File: src/rtl/sprite_draw_scheduler.sv
// sprite_draw_scheduler: round-robin arbiter sharing one framebuffer write port between sprites,
// clearing the screen after reset, then erasing each moved sprite's old square and drawing the new one.
module sprite_draw_scheduler #(
  parameter int NUM_ENEMIES = 3,
  parameter int PLAYER_SIZE = 3,
  parameter logic [2:0] BG_COLOUR = 3'b000,
  parameter logic [2:0] PLAYER_COLOUR = 3'b010,
  parameter logic [2:0] ENEMY_COLOUR = 3'b100
) (
  input  logic                     clk,
  input  logic                     resetn,
  input  logic                     player_move,
  input  logic [7:0]               player_x,
  input  logic [6:0]               player_y,
  input  logic [NUM_ENEMIES-1:0]   enemy_move,
  input  logic [8*NUM_ENEMIES-1:0] enemy_x,
  input  logic [7*NUM_ENEMIES-1:0] enemy_y,
  input  logic [3*NUM_ENEMIES-1:0] enemy_size,
  output logic [7:0]               x,
  output logic [6:0]               y,
  output logic [2:0]               colour,
  output logic                     plot,
  output logic                     busy
);
  localparam int N = NUM_ENEMIES + 1;
  localparam int IW = (N > 1) ? $clog2(N) : 1;
  typedef enum logic [1:0] {CLEAR, IDLE, ERASE, DRAW} state_t;
  state_t state, state_nxt;
  logic [N-1:0] pending, req, clr_mask;
  logic [IW-1:0] rr, gnt, cur;
  logic hit, grant, clear_last, col_last, rect_last, in_rect, pix_plot;
  logic [7:0] req_x [N];
  logic [6:0] req_y [N];
  logic [2:0] req_s [N];
  logic [7:0] old_x [N];
  logic [6:0] old_y [N];
  logic [7:0] snap_x, cnt_x;
  logic [6:0] snap_y, cnt_y;
  logic [2:0] snap_s, pcol;
  logic [8:0] px;
  logic [7:0] py;
  assign req = {enemy_move, player_move};
  assign busy = state != IDLE;
  assign grant = state == IDLE && hit;
  assign clear_last = cnt_x == 8'd159 && cnt_y == 7'd119;
  assign col_last = cnt_x[2:0] == snap_s - 3'd1;
  assign rect_last = col_last && cnt_y[2:0] == snap_s - 3'd1;
  assign in_rect = state == ERASE || state == DRAW;
  assign clr_mask = grant ? N'(1) << gnt : '0;
  always_comb begin
    req_x[0] = player_x;
    req_y[0] = player_y;
    req_s[0] = 3'(PLAYER_SIZE);
    for (int i = 0; i < NUM_ENEMIES; i++) begin
      req_x[i+1] = enemy_x[8*i +: 8];
      req_y[i+1] = enemy_y[7*i +: 7];
      req_s[i+1] = enemy_size[3*i +: 3];
    end
  end
  // lowest pending index overall, overridden by the lowest one at or above rr
  always_comb begin
    gnt = '0;
    hit = 1'b0;
    for (int i = N - 1; i >= 0; i--) if (pending[i]) begin gnt = IW'(i); hit = 1'b1; end
    for (int i = N - 1; i >= 0; i--) if (pending[i] && i >= int'(rr)) gnt = IW'(i);
  end
  assign px = in_rect ? {1'b0, (state == ERASE ? old_x[cur] : snap_x)} + {6'd0, cnt_x[2:0]} : {1'b0, cnt_x};
  assign py = in_rect ? {1'b0, (state == ERASE ? old_y[cur] : snap_y)} + {5'd0, cnt_y[2:0]} : {1'b0, cnt_y};
  assign pcol = state == DRAW ? (cur == '0 ? PLAYER_COLOUR : ENEMY_COLOUR) : BG_COLOUR;
  assign pix_plot = state == CLEAR || (in_rect && px < 9'd160 && py < 8'd120);
  always_comb begin
    state_nxt = state;
    case (state)
      CLEAR: if (clear_last) state_nxt = IDLE;
      IDLE:  if (hit && req_s[gnt] != 3'd0) state_nxt = ERASE;
      ERASE: if (rect_last) state_nxt = DRAW;
      DRAW:  if (rect_last) state_nxt = IDLE;
    endcase
  end
  always_ff @(posedge clk) state <= !resetn ? CLEAR : state_nxt;
  always_ff @(posedge clk) begin
    if (!resetn) begin
      plot <= 1'b0;
      x <= '0;
      y <= '0;
      colour <= BG_COLOUR;
      pending <= '0;
      rr <= '0;
      cnt_x <= '0;
      cnt_y <= '0;
    end else begin
      x <= px[7:0];
      y <= py[6:0];
      colour <= pcol;
      plot <= pix_plot;
      pending <= (state == CLEAR && clear_last) ? '1 : (pending & ~clr_mask) | req;
      if (grant) rr <= (gnt == IW'(NUM_ENEMIES)) ? '0 : gnt + 1'b1;
      if (state == CLEAR) begin
        cnt_x <= cnt_x == 8'd159 ? 8'd0 : cnt_x + 8'd1;
        if (cnt_x == 8'd159) cnt_y <= cnt_y == 7'd119 ? 7'd0 : cnt_y + 7'd1;
      end else if (in_rect) begin
        cnt_x <= col_last ? 8'd0 : cnt_x + 8'd1;
        if (col_last) cnt_y <= rect_last ? 7'd0 : cnt_y + 7'd1;
      end else begin
        cnt_x <= '0;
        cnt_y <= '0;
      end
    end
  end
  // snapshot and last-drawn position table need no reset; CLEAR reloads the table
  always_ff @(posedge clk) begin
    if (resetn) begin
      if (grant) begin
        cur <= gnt;
        snap_x <= req_x[gnt];
        snap_y <= req_y[gnt];
        snap_s <= req_s[gnt];
      end
      for (int i = 0; i < N; i++) begin
        if (state == CLEAR && clear_last) begin
          old_x[i] <= req_x[i];
          old_y[i] <= req_y[i];
        end else if (grant && req_s[gnt] == 3'd0 && gnt == IW'(i)) begin
          old_x[i] <= req_x[i];
          old_y[i] <= req_y[i];
        end else if (state == DRAW && rect_last && cur == IW'(i)) begin
          old_x[i] <= snap_x;
          old_y[i] <= snap_y;
        end
      end
    end
  end
endmodule

File: config.mk
export PLATFORM = sky130hd
export DESIGN_NAME = sprite_draw_scheduler
export DESIGN_NICKNAME = d
export VERILOG_FILES = /design/src/rtl/sprite_draw_scheduler.sv
export SDC_FILE = /design/constraint.sdc
export NUM_CORES = 1
export LEC_CHECK = 0
export ABC_AREA = 1
export BUFFER_PORTS_ARGS = -buffer_cell sky130_fd_sc_hd__buf_2
export CAP_MARGIN = 20
export CORE_ASPECT_RATIO = 1.1
export CORE_MARGIN = 5
export CORE_UTILIZATION = 53
export DETAILED_ROUTE_END_ITERATION = 10
export HOLD_SLACK_MARGIN = 0.1
export PLACE_DENSITY = 0.78
export REMOVE_ABC_BUFFERS = 1
export SLEW_MARGIN = 20
export SYNTH_ARGS = -nofsm -noshare
export SYNTH_HDL_FRONTEND = slang
export SYNTH_SLANG_ARGS = --single-unit
File: constraint.sdc
create_clock -name clk -period 2.98 [get_ports clk]
set_clock_uncertainty 0.1 [all_clocks]
set_input_delay 0.298 -clock clk [delete_from_list [all_inputs] [get_ports clk]]
set_output_delay 0.298 -clock clk [all_outputs]
set_load 0.02 [all_outputs]
### Word-level counts from Yosys, hierarchy flattened

Memories as Yosys holds them, arrays and structs flattened. A register that Yosys moved wholly into a read port is not among the register bits.
Index checks and enable logic that the tools add are counted.

| word-level totals | value |
|---|---|
| register bits after elaboration | 62 |
| bits in latches | 0 |
| RAM bits | 60 |
| bits in read-only memories | 0 |
| bits of input ports | 75 |
| output and inout port bits | 20 |
| word-level logic and storage cells | 199 |
| memories | 2 |

Memories:

| name | depth | width | rd ports | clocked after memory_dff | wr ports | line | RTL |
|---|---|---|---|---|---|---|---|
| old_x | 4 | 8 | 1 | 1 | 4 | 35 | `logic [7:0] old_x [N];` |
| old_y | 4 | 7 | 1 | 1 | 4 | 36 | `logic [6:0] old_y [N];` |

| operators by class | value |
|---|---|
| $add $sub $neg | 6 |
| $mul | 0 |
| div/mod/pow operators | 0 |
| order comparisons | 6 |
| eq/ne operators | 20 |
| shifts and indexed selects | 1 |
| multiplexer cells | 100 |
| bitwise operators | 20 |
| reductions and logical operators | 31 |

Operator list:

| operator | number |
|---|---|
| 8-bit 2-to-1 mux | 16 |
| 7-bit 2-to-1 mux | 17 |
| 1-bit 2-to-1 mux | 43 |
| 2-bit 2-to-1 mux | 14 |
| 1-bit logical AND | 20 |
| 8-bit binary-select mux with 2-bit select | 1 |
| 1-bit bitwise OR | 16 |
| 7-bit binary-select mux with 2-bit select | 1 |
| 2-bit equality test, second input constant | 6 |
| 8-bit by 3-bit adder with 9-bit output | 1 |
| 9-bit by 8-bit < comparator with 1-bit output, second input constant | 1 |
| 3-bit 2-to-1 mux | 3 |
| 9-bit 2-to-1 mux | 1 |
| 7-bit by 3-bit adder with 8-bit output | 1 |
| 8-bit by 1-bit adder with 8-bit output, second input constant | 1 |
| 8-bit equality test, second input constant | 1 |
| 8-bit by 7-bit < comparator with 1-bit output, second input constant | 1 |
| 4-bit 2-to-1 mux | 2 |
| 2-bit inequality test, second input constant | 4 |
| 2-bit one-hot mux with 4 select lines | 1 |
| 7-bit by 1-bit adder with 7-bit output, second input constant | 1 |
| 7-bit equality test, second input constant | 1 |
| 3-bit binary-select mux with 2-bit select | 1 |
| 2-bit by 1-bit equality test with 1-bit output, second input constant | 3 |
| 19 further kinds | 27 |

### Depth between registers and ports, before layout

| depth | value |
|---|---|
| depth in word-level cells | 20 |
| depth in mapped cells | 20 |
| mapped depth without buffers | 17 |

### Worst setup path after synthesis

OpenSTA, ideal clock, no wires.

| timing | value |
|---|---|
| path kind | register to register |
| start point | register cnt_x[1] |
| end point | memory old_x[2][0] (enable) |
| library setup time | 0.396 ns |
| arrival | 2.716 ns |
| path slack | -0.232 ns |
| stages on the path, launching flop included | 11 |
| period minus slack after synthesis | 3.212 ns |
| cells stage by stage | dfxtp_1 ha_1 nand2_1 nor2_1 nand2_1 inv_1 nand4_1 or2_2 buf_2 buf_1 a31oi_1 |

RTL lines:

| what | line | RTL |
|---|---|---|
| start, declared | 37 | `logic [7:0] snap_x, cnt_x;` |
| start signal, assigned | 99 | `cnt_x <= cnt_x == 8'd159 ? 8'd0 : cnt_x + 8'd1;` |
| start signal, assigned | 102 | `cnt_x <= col_last ? 8'd0 : cnt_x + 8'd1;` |
| end, declared | 35 |  |

### Worst setup path in the final report

| timing | value |
|---|---|
| start point | register state[0] |
| end point | register plot |

| on the way | value |
|---|---|
| cells in the longest elaborated chain, start to end | 8 |

RTL lines:

| what | line | RTL |
|---|---|---|
| start, declared | 28 | `state_t state, state_nxt;` |
| start signal, assigned | 80 | `always_ff @(posedge clk) state <= !resetn ? CLEAR : state_nxt;` |
| 2-bit equality test | 48, 67, 68 |  |
| 8-bit 2-to-1 mux | 67 | `assign px = in_rect ? {1'b0, (state == ERASE ? old_x[cur] : snap_x)} + {6'd0, cnt_x[2:0]} : {1'b0, cnt_x};` |
| 8-bit by 3-bit adder with 9-bit output | 67 |  |
| 9-bit 2-to-1 mux | 67 |  |
| 9-bit by 8-bit < comparator with 1-bit output | 70 | `assign pix_plot = state == CLEAR \|\| (in_rect && px < 9'd160 && py < 8'd120);` |
| 1-bit logical AND (2 in a row) | 70 |  |
| 1-bit logical OR (*) | 70 |  |
| end signal, assigned | 95 | `plot <= pix_plot;` |
| end, declared | 22 | `output logic plot,` |

Mark *: on every way between the ends. The rest lies on a longest branch, timed or not.
A chain may end at the register's enable or synchronous reset.

==> flow_summary.toml <==
[status]
status = "complete, no violations"

[timing]
period_minus_slack_ns = 2.757
slew-limit-headroom = 0.5974
period_share = 0.9253
fmax_mhz = 362.7
drv_slew = 0
hold_viol_final = 0
fin_ws_ns = 0.2227
setup_viol = 0
rsz0062_at_grt = "false"
worstMarginPinSlew_ns = 0.6032

[pwr]
peakVddDrop_v = 0.0003727
p_comb_frac = 0.165
sequentialPowerShare = 0.392
p_switching_w = 0.001322
p_int_w = 0.003602
swShare = 0.2684
p_per_area_nw_per_um2 = 531.0
power_leakage_nw = 4.002
p_clk_frac = 0.443

[flow_run]
max-cap-violations = 0

[global_routing]
grt-ovfl-total = 0
grt_pass1_vias = 6962
grt_pass1_wl_mm = 35.54
gr-usage-all-layers = 0.2813
antenna_found_initial = 0
grt_max_degree = 39

[synthesis]
synth_edf_count = 80
synth_top_area_frac = 0.3315
synth_most_common_cell = "nand2_1"
synth_async_sr_flop_share = 0
synth_cells = 903
synth_area_um2 = 7246
synth_ff_type = "edfxtp_1"
synth_top_family_by_area = "simple AND/OR/NAND/NOR gates"
yosys.area.top_type = "edfxtp_1"
synth_fa_ha_area_frac = 0.03488
synth_common_cells = "229 x nand2_1, 123 x nor2_1, 80 x edfxtp_1"
synth-xor-area-share = 0.01451
ys_seq_area_frac = 0.4504
yosys_warnings = 0
synth_compound_area_frac = 0.1043
synth-seq-cells = 123
synth.distinct_cells = 48
synthMuxAreaShare = 0
ys_top_cells_by_area = "edfxtp_1 33%, dfxtp_1 12%, nand2_1 12%"
synthSimpleGateAreaFrac = 0.3272
synth.avg_cell_area_um2 = 8.024

[setup_path]
r2r_setup_slack_ns = 0.22
cp.arrival_ns = 3.01
cpMostUsedCell = "nand2_1"
crit_type = "reg2reg"
timing.rr.start = "state[0]$_SDFFE_PN0P_"
crit_chain = "inv_1, ha_2, buf_4, nor2_1, a31oi_1, ha_1, fa_1, nand2_1, a21oi_1, nand4_1, nand2_1, nand2_1, nand2_1, nand3_1, a21oi_1"
end_kind = "flop"
crit_slowest_cell = "dfxtp_1"
startpoint_type = "flop"
slowest_delay_ns = 0.33
crit_fanout = 24
critPathRequiredTime_ns = 3.23
cp-startpoint = "state[0]$_SDFFE_PN0P_"

[detailed_routing]
drt-wirelength-per-cell_um = 17.56
via_per_inst = 5.738
wirelength_mm = 22.13
final_antenna_net_count = 0
vias = 7230
first_pass_iters = 5
detailedRoute.firstIterationViolations = 945
drcViolationCount = 0

[final_layout]
synthToLayoutAreaGrowth_pct = 27.97
finalInstanceArea_um2 = 9273
insertedDiodeCount = 0
drive_above_1_share = 0.1942
final_nets = 1157
fillCellCount = 1031

[die]
io_pins = 95
core_um2 = 13320
die_width_um = 121.5
initial_utilization = 0.5439
die_h_um = 132.6
rows = 44
die_area_um2 = 16110

[placed_design]
place.detailed.hpwl_mm = 14.31
gp_congestion = 0.9500
post_dp_cell_area_um2 = 7995
place_ws_ns = 0.07947
io_buffers = 93

[min_path]
min_from = "enemy_y[19]"
hold_path_class = "in2reg"

[clock_tree]
path_clk_slew_ns = 0.06
cts_root_buf = "clkbuf_16"
clockBufferDepth = 2
clk_latency_ns = 0.43
cts_tree = "built"
numCtsBuffers = 17
htreeDepth = 4
clock_sinks = 123
[worst max-delay path, delay by kind of cell (launching register included)]
family                     cells  cell delay, ns
buffers and inverters          2            0.37
AOI/OAI and AO/OA              3            0.62
and+or+nand+nor                7            0.57
adders and majority gates      3            0.71
DFF                            1            0.33
[layout by cell type, fill, tap and decap left out, types with 4 or more instances in the layout]
master           n
xnor2_1          6
bufinv_16        4
clkbuf_16       17
ha_1            15
nand3_4          4
nand4_1         64
or2_2           10
nand3_1         38
clkinv_4         4
nand2_2         10
a31oi_1          6
buf_2           93
nand4_4          4
nor2_1         122
a21oi_1         27
buf_4           29
nor3_1           5
edfxtp_1        80
clkinvlp_4       4
dfxtp_1         42
dlygate4sd3_1   63
nand2_1        229
o21ai_1          4
inv_2            5
o21ai_0         60
o32ai_1         15
inv_1           63
xor2_1           6
nor2_2           4
[cell families (layout without fill, tap and decap cells)]
kind of cell | count (synthesis) | count (layout)
XOR/XNOR | 12 | 12
flip-flops | 123 | 123
other | 1 | 1
AO/OA/AOI/OAI | 128 | 128
AND/OR/NAND/NOR | 503 | 503
adder cells (fa/ha/maj) | 19 | 19
buffers and inverters | 117 | 290
[metrics by stage]
step,total power [W],setup TNS [ns],util,hold WS [ns],cells
after global placement,0.002669,0,0.6001,0.3849,1165
after global routing,0.005108,0,0.6960,0.1312,1260
after floorplan,0.002426,-7.520,-,0.3337,856
after CTS,0.004918,0,0.6943,0.1025,1260
after detailed placement,0.002684,0,0.6001,0.3915,1165
final,0.004924,0,0.6960,0.1249,1260
[power groups by stage]
stage / registers (W) / logic, W / clock network, W
floorplan: 0.00198 / 0.000451 / 0
global placement: 0.00196 / 0.000710 / 0
detailed placement: 0.00196 / 0.000724 / 0
CTS: 0.00193 / 0.000792 / 0.00220
global route: 0.00193 / 0.000905 / 0.00227
finish: 0.00193 / 0.000814 / 0.00218
[final timing paths]
check | to | cells past startpoint
worst min-delay path | old_y[3][5]$_DFFE_PP_ | 3
worst max register to register | plot$_SDFF_PN0_ | 15
worst min register to register | rr[0]$_SDFFE_PN0P_ | 2
worst max-delay path | plot$_SDFF_PN0_ | 15
[final cells by class]
cell class	count	area (um2)	area share
Clock buffer	17	425.4	0.04588
Clock inverter	15	198.9	0.02145
Inverter	70	267.8	0.02888
Multi-Input combinational cell	663	3512	0.3788
Sequential cell	123	3264	0.3520
Tap cell	184	230.2	0.02483
Timing Repair Buffer	188	1374	0.1482
[timing repair]
item | CTS | global route
setup buffers | 0 | 0
endpoints found under the setup margin | 0 | 2
resized for setup | 0 | 8
hold buffers | 63 | 0
hold endpoints to repair | 63 | 0
[registers in the layout, indices dropped and copies added (netlist names), 7 cells and up, named ones only]
| signal | flops |
|---|---|
| snap_y | 7 |
| cnt_y | 7 |
| x | 8 |
| old_y | 28 |
| y | 7 |
| cnt_x | 8 |
| snap_x | 8 |
| old_x | 32 |
[per-layer routing]
metal	global-route usage	part of all wire
met4	0.1494	0.044
met3	0.06234	0.10
met2	0.4562	0.48
met5	0	0
met1	0.3489	0.38
Power figures use the tool's default switching activity.
